<file path="src/rtl/input_conditioner_if.sv">
// input_conditioner_if
//   Groups the pin/timing inputs and the conditioned outputs of
//   input_conditioner. Clock and reset remain plain module ports.
//   Signals:
//     ui_in[7:0]     raw pins: [0] pause, [1] resume, [2] unused, [7:3] speed_6..speed_2
//     vsync          active-low vertical sync from vga_timing (same clock domain)
//     paused         1 = animation frozen; updated only at frame boundaries
//     step_size[2:0] pixels per frame, 1..6; updated only at frame boundaries
//     frame_tick     1-cycle pulse on the cycle vsync is first seen low
//     btn_state[7:0] debounced level of each ui_in bit
//   Modports:
//     master - the side that drives the pins and vsync (board / testbench)
//     slave  - the conditioner itself
interface input_conditioner_if;
  logic [7:0] ui_in;
  logic       vsync;
  logic       paused;
  logic [2:0] step_size;
  logic       frame_tick;
  logic [7:0] btn_state;

  modport master (
    output ui_in, vsync,
    input  paused, step_size, frame_tick, btn_state
  );

  modport slave (
    input  ui_in, vsync,
    output paused, step_size, frame_tick, btn_state
  );
endinterface

</file>
<file path="src/rtl/input_conditioner.sv">
// input_conditioner
//   Conditions the raw ui_in pins before they reach the pattern-control path:
//   two-flop synchroniser, per-bit debounce, pause/resume rising-edge detect,
//   run/pause state machine and speed priority encoding. The outputs paused
//   and step_size are reloaded only on frame_tick so the animation never
//   changes mid-frame.
//   Parameters:
//     DEBOUNCE_CYCLES  consecutive stable cycles before a new level is accepted
//     CNT_W            debounce counter width, 2**CNT_W > DEBOUNCE_CYCLES
//   Ports:
//     clk  - pixel clock, the only clock
//     rst  - synchronous, active-high reset
//     bus  - input_conditioner_if.slave (ui_in, vsync in; paused, step_size,
//            frame_tick, btn_state out)
module input_conditioner #(
  parameter int DEBOUNCE_CYCLES = 250000,
  parameter int CNT_W           = 18
) (
  input  logic                 clk,
  input  logic                 rst,
  input_conditioner_if.slave   bus
);

  if ((2 ** CNT_W) <= DEBOUNCE_CYCLES || DEBOUNCE_CYCLES < 1) begin : g_param_check
    $error("input_conditioner: CNT_W too small for DEBOUNCE_CYCLES");
  end

  localparam logic [CNT_W-1:0] CNT_MAX = CNT_W'(DEBOUNCE_CYCLES - 1);

  localparam logic [0:0] RUNNING = 1'b0;
  localparam logic [0:0] PAUSED  = 1'b1;

  logic [7:0]       sync_1;
  logic [7:0]       sync_2;
  logic [7:0]       btn_state;
  logic [7:0]       btn_prev;
  logic [CNT_W-1:0] cnt [8];
  logic [0:0]       run_state;
  logic             vsync_q;
  logic             paused_q;
  logic [2:0]       step_q;
  logic [2:0]       spd;
  logic             pause_rise;
  logic             resume_rise;
  logic             frame_tick;

  // Two-flop synchroniser; nothing else looks at ui_in.
  // NOTE: every clocked assignment is non-blocking so all flops sample the
  // pre-edge values together; a blocking '=' here would collapse the two
  // stages into one.
  always_ff @(posedge clk) begin
    if (rst) begin
      sync_1 <= '0;
      sync_2 <= '0;
    end else begin
      sync_1 <= bus.ui_in;
      sync_2 <= sync_1;
    end
  end

  // Per-bit debounce: a mismatch must persist for DEBOUNCE_CYCLES cycles
  // before btn_state follows; any return to the accepted level restarts it.
  // NOTE: the counter array is reset explicitly because a reset must discard
  // debounce progress; it is eight small registers, not a RAM, so this costs
  // nothing in inference.
  always_ff @(posedge clk) begin
    if (rst) begin
      btn_state <= '0;
      for (int i = 0; i < 8; i++) cnt[i] <= '0;
    end else begin
      for (int i = 0; i < 8; i++) begin
        if (sync_2[i] == btn_state[i]) begin
          cnt[i] <= '0;
        end else if (cnt[i] == CNT_MAX) begin
          btn_state[i] <= sync_2[i];
          cnt[i]       <= '0;
        end else begin
          cnt[i] <= cnt[i] + 1'b1;
        end
      end
    end
  end

  // Rising-edge detect on the debounced pause/resume levels.
  always_ff @(posedge clk) begin
    if (rst) btn_prev <= '0;
    else     btn_prev <= btn_state;
  end

  assign pause_rise  = btn_state[0] & ~btn_prev[0];
  assign resume_rise = btn_state[1] & ~btn_prev[1];

  // Run/pause state; pause is checked first so it wins a same-cycle conflict.
  always_ff @(posedge clk) begin
    if (rst) begin
      run_state <= RUNNING;
    end else begin
      case (run_state)
        RUNNING: if (pause_rise)  run_state <= PAUSED;
        PAUSED:  if (!pause_rise && resume_rise) run_state <= RUNNING;
        default: run_state <= RUNNING;
      endcase
    end
  end

  // Speed priority encoder: highest speed pin wins, idle speed is 1.
  // NOTE: spd gets a default before the priority chain so no path leaves it
  // unassigned, which would otherwise infer a latch.
  always_comb begin
    spd = 3'd1;
    if      (btn_state[7]) spd = 3'd6;
    else if (btn_state[6]) spd = 3'd5;
    else if (btn_state[5]) spd = 3'd4;
    else if (btn_state[4]) spd = 3'd3;
    else if (btn_state[3]) spd = 3'd2;
  end

  // Frame boundary: the first low cycle of vsync.
  always_ff @(posedge clk) begin
    if (rst) vsync_q <= 1'b0;
    else     vsync_q <= bus.vsync;
  end

  assign frame_tick = vsync_q & ~bus.vsync;

  // Outputs are sampled from the FSM and encoder only at the frame boundary,
  // so presses within a frame collapse to whatever state holds at the tick.
  always_ff @(posedge clk) begin
    if (rst) begin
      paused_q <= 1'b0;
      step_q   <= 3'd1;
    end else if (frame_tick) begin
      paused_q <= (run_state == PAUSED);
      step_q   <= spd;
    end
  end

  assign bus.paused     = paused_q;
  assign bus.step_size  = step_q;
  assign bus.frame_tick = frame_tick;
  assign bus.btn_state  = btn_state;

endmodule

</file>
<file path="src/flat_wrapper.sv">
// flat-port wrapper written by rule: the top's interface ports become plain ports
module input_conditioner_flat 
#(
  parameter int DEBOUNCE_CYCLES = 250000,
  parameter int CNT_W           = 18
)
  (clk, rst, bus_ui_in, bus_vsync, bus_paused, bus_step_size, bus_frame_tick, bus_btn_state);
  input_conditioner_if bus_i ();
  input  logic clk;
  input  logic rst;
  input wire logic [$bits(bus_i.ui_in)-1:0] bus_ui_in;
  input wire logic [$bits(bus_i.vsync)-1:0] bus_vsync;
  output wire logic [$bits(bus_i.paused)-1:0] bus_paused;
  output wire logic [$bits(bus_i.step_size)-1:0] bus_step_size;
  output wire logic [$bits(bus_i.frame_tick)-1:0] bus_frame_tick;
  output wire logic [$bits(bus_i.btn_state)-1:0] bus_btn_state;
  assign bus_i.ui_in = bus_ui_in;
  assign bus_i.vsync = bus_vsync;
  assign bus_paused = bus_i.paused;
  assign bus_step_size = bus_i.step_size;
  assign bus_frame_tick = bus_i.frame_tick;
  assign bus_btn_state = bus_i.btn_state;
  input_conditioner #(.DEBOUNCE_CYCLES(DEBOUNCE_CYCLES), .CNT_W(CNT_W)) u_core (.clk(clk), .rst(rst), .bus(bus_i));
endmodule
</file>
<file path="config.mk">
export PLATFORM = sky130hd
export DESIGN_NAME = input_conditioner_flat
export DESIGN_NICKNAME = d
export VERILOG_FILES = /design/src/rtl/input_conditioner_if.sv /design/src/rtl/input_conditioner.sv /design/src/flat_wrapper.sv
export SDC_FILE = /design/constraint.sdc
export NUM_CORES = 1
export LEC_CHECK = 0
export BUFFER_PORTS_ARGS = -buffer_cell sky130_fd_sc_hd__buf_2
export CAP_MARGIN = 40
export CORE_UTILIZATION = 65
export CTS_BUF_LIST = sky130_fd_sc_hd__clkbuf_2
export DETAILED_ROUTE_END_ITERATION = 8
export MAX_ROUTING_LAYER = met4
export PLACE_DENSITY = 0.94
export SLEW_MARGIN = 40
export SYNTH_ARGS = -nofsm -noshare
export SYNTH_HDL_FRONTEND = slang
export SYNTH_SLANG_ARGS = --single-unit
</file>
<file path="constraint.sdc">
create_clock -name clk -period 2.8 [get_ports clk]
set_input_delay 0.42 -clock clk [delete_from_list [all_inputs] [get_ports clk]]
set_output_delay 0.42 -clock clk [all_outputs]
set_load 0.03 [all_outputs]
</file>
==> results.txt <==
The maximum fanout along the worst path works out to 9. The leakage power is 3.459 nW. Leading register cell type out of synthesis: edfxtp_1.

Power spread over the standard cell area amounts to 466.2 mW/mm^2. In this run the tool buffered the top-level ports with 23 buffer cells. The worst setup path is of the reg -> reg kind. The first detailed-routing pass ran for 5 iterations. Derived from the worst setup path, the maximum achievable clock frequency is 433.6 MHz. The tools report the overall fraction of global-route tracks in use as 25.81%. The clock-pin slew on the worst setup and hold paths was 0.23 ns.

In this run the worst hold path is classified as in -> reg. The top cell types in the final layout, fill and taps aside, are nor2_1 (158), edfxtp_1 (144), conb_1 (144), xnor2_1 (92), nand3_1 (55). For the number of standard cells in the layout, taps in and fillers out, the log shows 1,238. Compared with the post-synthesis result, the final layout area differs by 14.13%. The post-route netlist has 7.729% of its cells at a drive strength greater than 1. Counting along the longest clock path gives a buffer depth of 2. Setup violations remaining at the end of the flow were counted as 0. Summing the areas of all compound-gate instances in the mapped netlist gives 3.731% of the synthesized area. The height of the die was 119.4 um. CTS saw 176 sinks. The count of nets left with antenna violations once routing finished came out at 0.

Dividing the detail-routed via count by the number of cells gives 5.510. By area, the combinational part of the netlist is dominated by simple AND/OR/NAND/NOR gates. The buffering stage count on the worst path with inverters included is 1, and the number of placed instances with taps included is 1,196. For the pin with the worst max-slew slack, the measured transition is 0.6406 ns. The floorplan has 42 rows. Measured against the total synthesized area, the mux share comes to 0.4612%. Across the routed clock network, the largest skew measured is 0.02562 ns. The total number of nets in the final design is 1,067.

Traced cell by cell, the critical path runs through or3b_2, or3_1, o21ai_2, buf_4, nor2_1. For the worst setup path, the data arrival time is 2.85 ns. The type of destination of the critical path is a flop.

The number of primary I/O pins was 24; the total via count after detailed routing was 6,821. Of the total synthesized cell area, the portion taken by XOR and XNOR cells is 11.44%. The die width is 119.4 um. For the endpoint required time on the critical path, the log shows 3.34 ns. Flip-flop and latch count after synthesis: 176. The slowest stage of the critical path belongs to the cell edfxtp_1. Entering global routing, the biggest net connects 29 pins. The H-tree was split into 4 levels.

Final HPWL from detailed placement: 12,010 um. The worst hold slack after final layout is 0.1566 ns. Setup repair after global routing left no endpoint under its margin. The logs give 0 for the final max-slew violation count and 0.4365 mV for the maximum ir drop on the vdd rail.

In this run the cell area measured after placement is 0.009849 mm^2. The region available for standard cell placement spans 0.01335 mm^2. The initial utilization of the core area, before any placement, comes to 67.08%. After the first detailed-routing iteration, the DRC count stood at 608. The simple-gate portion of the synthesized area is 25.63%. Leaving out fill and tap cells, the most frequent cell in the layout is nor2_1. After routing the design area is 0.01022 mm^2. The number of antenna violations at the first check in global routing came out at 1. The total global routing overflow came out at 0.

The average instance in the mapped netlist occupies 10.41 um^2. The tools report the source-to-sink clock delay at the later pin of the worst-skew pair as 0.75 ns. Number of enable-type register cells in the synthesized netlist: 144. After detailed routing, the total wire length is 17,050 um. The ratio of final minimum period to clock period was 82.37%; the worst slack after detailed placement was 0.5506 ns. The cell area that synthesis handed to floorplanning was 0.008954 mm^2.

The run gives 0 as the detailed-route DRC error count. The remaining max-slew budget at the tightest pin was 56.90%. The total number of yosys warnings is 0. STA classifies the critical path startpoint as a flop. Delay of the slowest critical-path stage: 0.52 ns. Clock tree synthesis inserted a total of 17 buffers. The aggregate negative setup slack was 0 ns. For this run, the register share of the synthesized area comes to 55.45%. The first global-routing pass estimated 28,190 um of wire.

After detailed routing, the average wire length per cell comes to 13.77 um. The final setup slack of the worst path is 0.4937 ns. The kind of cell with the highest combined delay along the critical path is simple AND/OR/NAND/NOR gates. Once the clock tree was built, the resizer swapped 0 gates to a different size. The logs give 0.01425 mm^2 for the die outline area and 860 for the cell count after synthesis. TritonCTS built the clock tree. The congestion estimate from routability-driven global placement came to 0.8737. The tools report the via count of the first global-routing pass as 6,308. The synthesized netlist devotes 1.118% of its cell area to adder and majority cells. The cell at the root of the clock tree is clkbuf_2.

The tools report the hold violation count in the final report as 0. Counting I/O delays and the setup requirement, the final critical path takes 2.306 ns. Yosys mapped the design onto 43 distinct sky130hd cell types. The tool flagged a number of max-cap violations equal to 0.

The fraction of synthesis flops using an asynchronous set or reset pin came out at 0%. The run finished with clean final reports.
-- worst paths after layout --
kind | cells after the start | to | startpoint | slack, ns
max reg2reg | 5 | u_core.cnt[1][21]$_SDFFCE_PN0P_ | u_core.cnt[1][22]$_SDFFCE_PN0P_ | 0.49
min reg2reg | 1 | u_core.sync_2[7]$_SDFF_PP0_ | u_core.sync_1[7]$_SDFF_PP0_ | 0.46
min | 2 | u_core.sync_2[6]$_SDFF_PP0_ | rst | 0.16
max | 5 | u_core.cnt[1][21]$_SDFFCE_PN0P_ | u_core.cnt[1][22]$_SDFFCE_PN0P_ | 0.49
-- final cells by class --
cell class / instances / area [um^2]
clock inverter: 15 / 191.4
antenna: 1 / 2.502
fill: 894 / 3129
tap: 176 / 220.2
timing repair buffer: 44 / 295.3
multi-input combinational: 778 / 4343
inverter: 31 / 116.4
sequential: 176 / 4965
clock buffer: 17 / 85.08
-- routing by layer --
metal  track usage [%]  wire length (um)  vias up
met5                 -                 0        -
met4             7.500               214        0
met3             5.747               899       25
met2             43.35              8607      205
met1             31.34              7326     3223
li1                  -                 -     3368
-- cell usage after synthesis (2+ instances only) --
cell type | number | area share, %
or2_2 | 6 | 0.42
nand3_1 | 55 | 3.1
o21ai_1 | 4 | 0.22
inv_1 | 31 | 1.3
or4_1 | 12 | 1.0
nand2b_1 | 7 | 0.49
xnor2_1 | 92 | 9.0
o21ai_2 | 3 | 0.29
nand4_1 | 36 | 2.5
xor2_1 | 25 | 2.4
or4b_2 | 4 | 0.45
dfxtp_1 | 32 | 7.2
clkbuf_1 | 12 | 0.50
nand2_1 | 34 | 1.4
nor4b_1 | 10 | 0.98
nor2_1 | 158 | 6.6
buf_2 | 5 | 0.28
or4b_1 | 2 | 0.22
and4_1 | 5 | 0.49
edfxtp_1 | 144 | 48
a21oi_1 | 24 | 1.3
ha_1 | 8 | 1.1
and3_1 | 7 | 0.49
nor4_1 | 37 | 2.6
or3_1 | 8 | 0.56
o21ai_0 | 15 | 0.84
or3b_2 | 2 | 0.20
nor3_1 | 39 | 2.2
o31ai_1 | 9 | 0.75
nor2b_1 | 19 | 1.3
mux2i_1 | 3 | 0.34
-- registers in the layout (all words and copies together) (netlist names) --
signal / count
u_core.vsync_q: 1
u_core.btn_prev: 2
u_core.cnt: 144
u_core.bus.btn_state: 8
u_core.bus.step_size: 3
u_core.sync_1: 8
u_core.sync_2: 8
u_core.bus.paused: 1
u_core.run_state: 1
-- report_power, final --
| part | internal (W) | switching (W) | total (W) | leakage (nW) |
|---|---|---|---|---|
| Combinational | 0.000108 | 0.000148 | 0.000256 | 1.56 |
| Sequential | 0.00293 | 0.000114 | 0.00305 | 1.75 |
| Clock | 0.000581 | 0.000880 | 0.00146 | 0.157 |
| Total | 0.00362 | 0.00114 | 0.00476 | 3.46 |
-- per-stage QoR --
| stage | util (%) | power [W] |
|---|---|---|
| finish | 76.56 | 0.004764 |
| global route | 76.56 | 0.004928 |
| CTS | 76.54 | 0.004763 |
| detailed placement | 73.79 | 0.003333 |
| global placement | 73.79 | 0.003319 |
| floorplan | - | 0.003258 |
-- kinds of logic after synthesis --
group	count (synthesis)
mux	4
other cells	1
xor+xnor	117
compound gates	58
simple gates	447
fa+ha+maj	8
flops	176
buf+inv	49
-- what timing repair did --
item	CTS	global route
hold buffers	9	0
hold endpoints to repair	9	0
buffers inserted	0	0
Power figures use the tool's default switching activity.
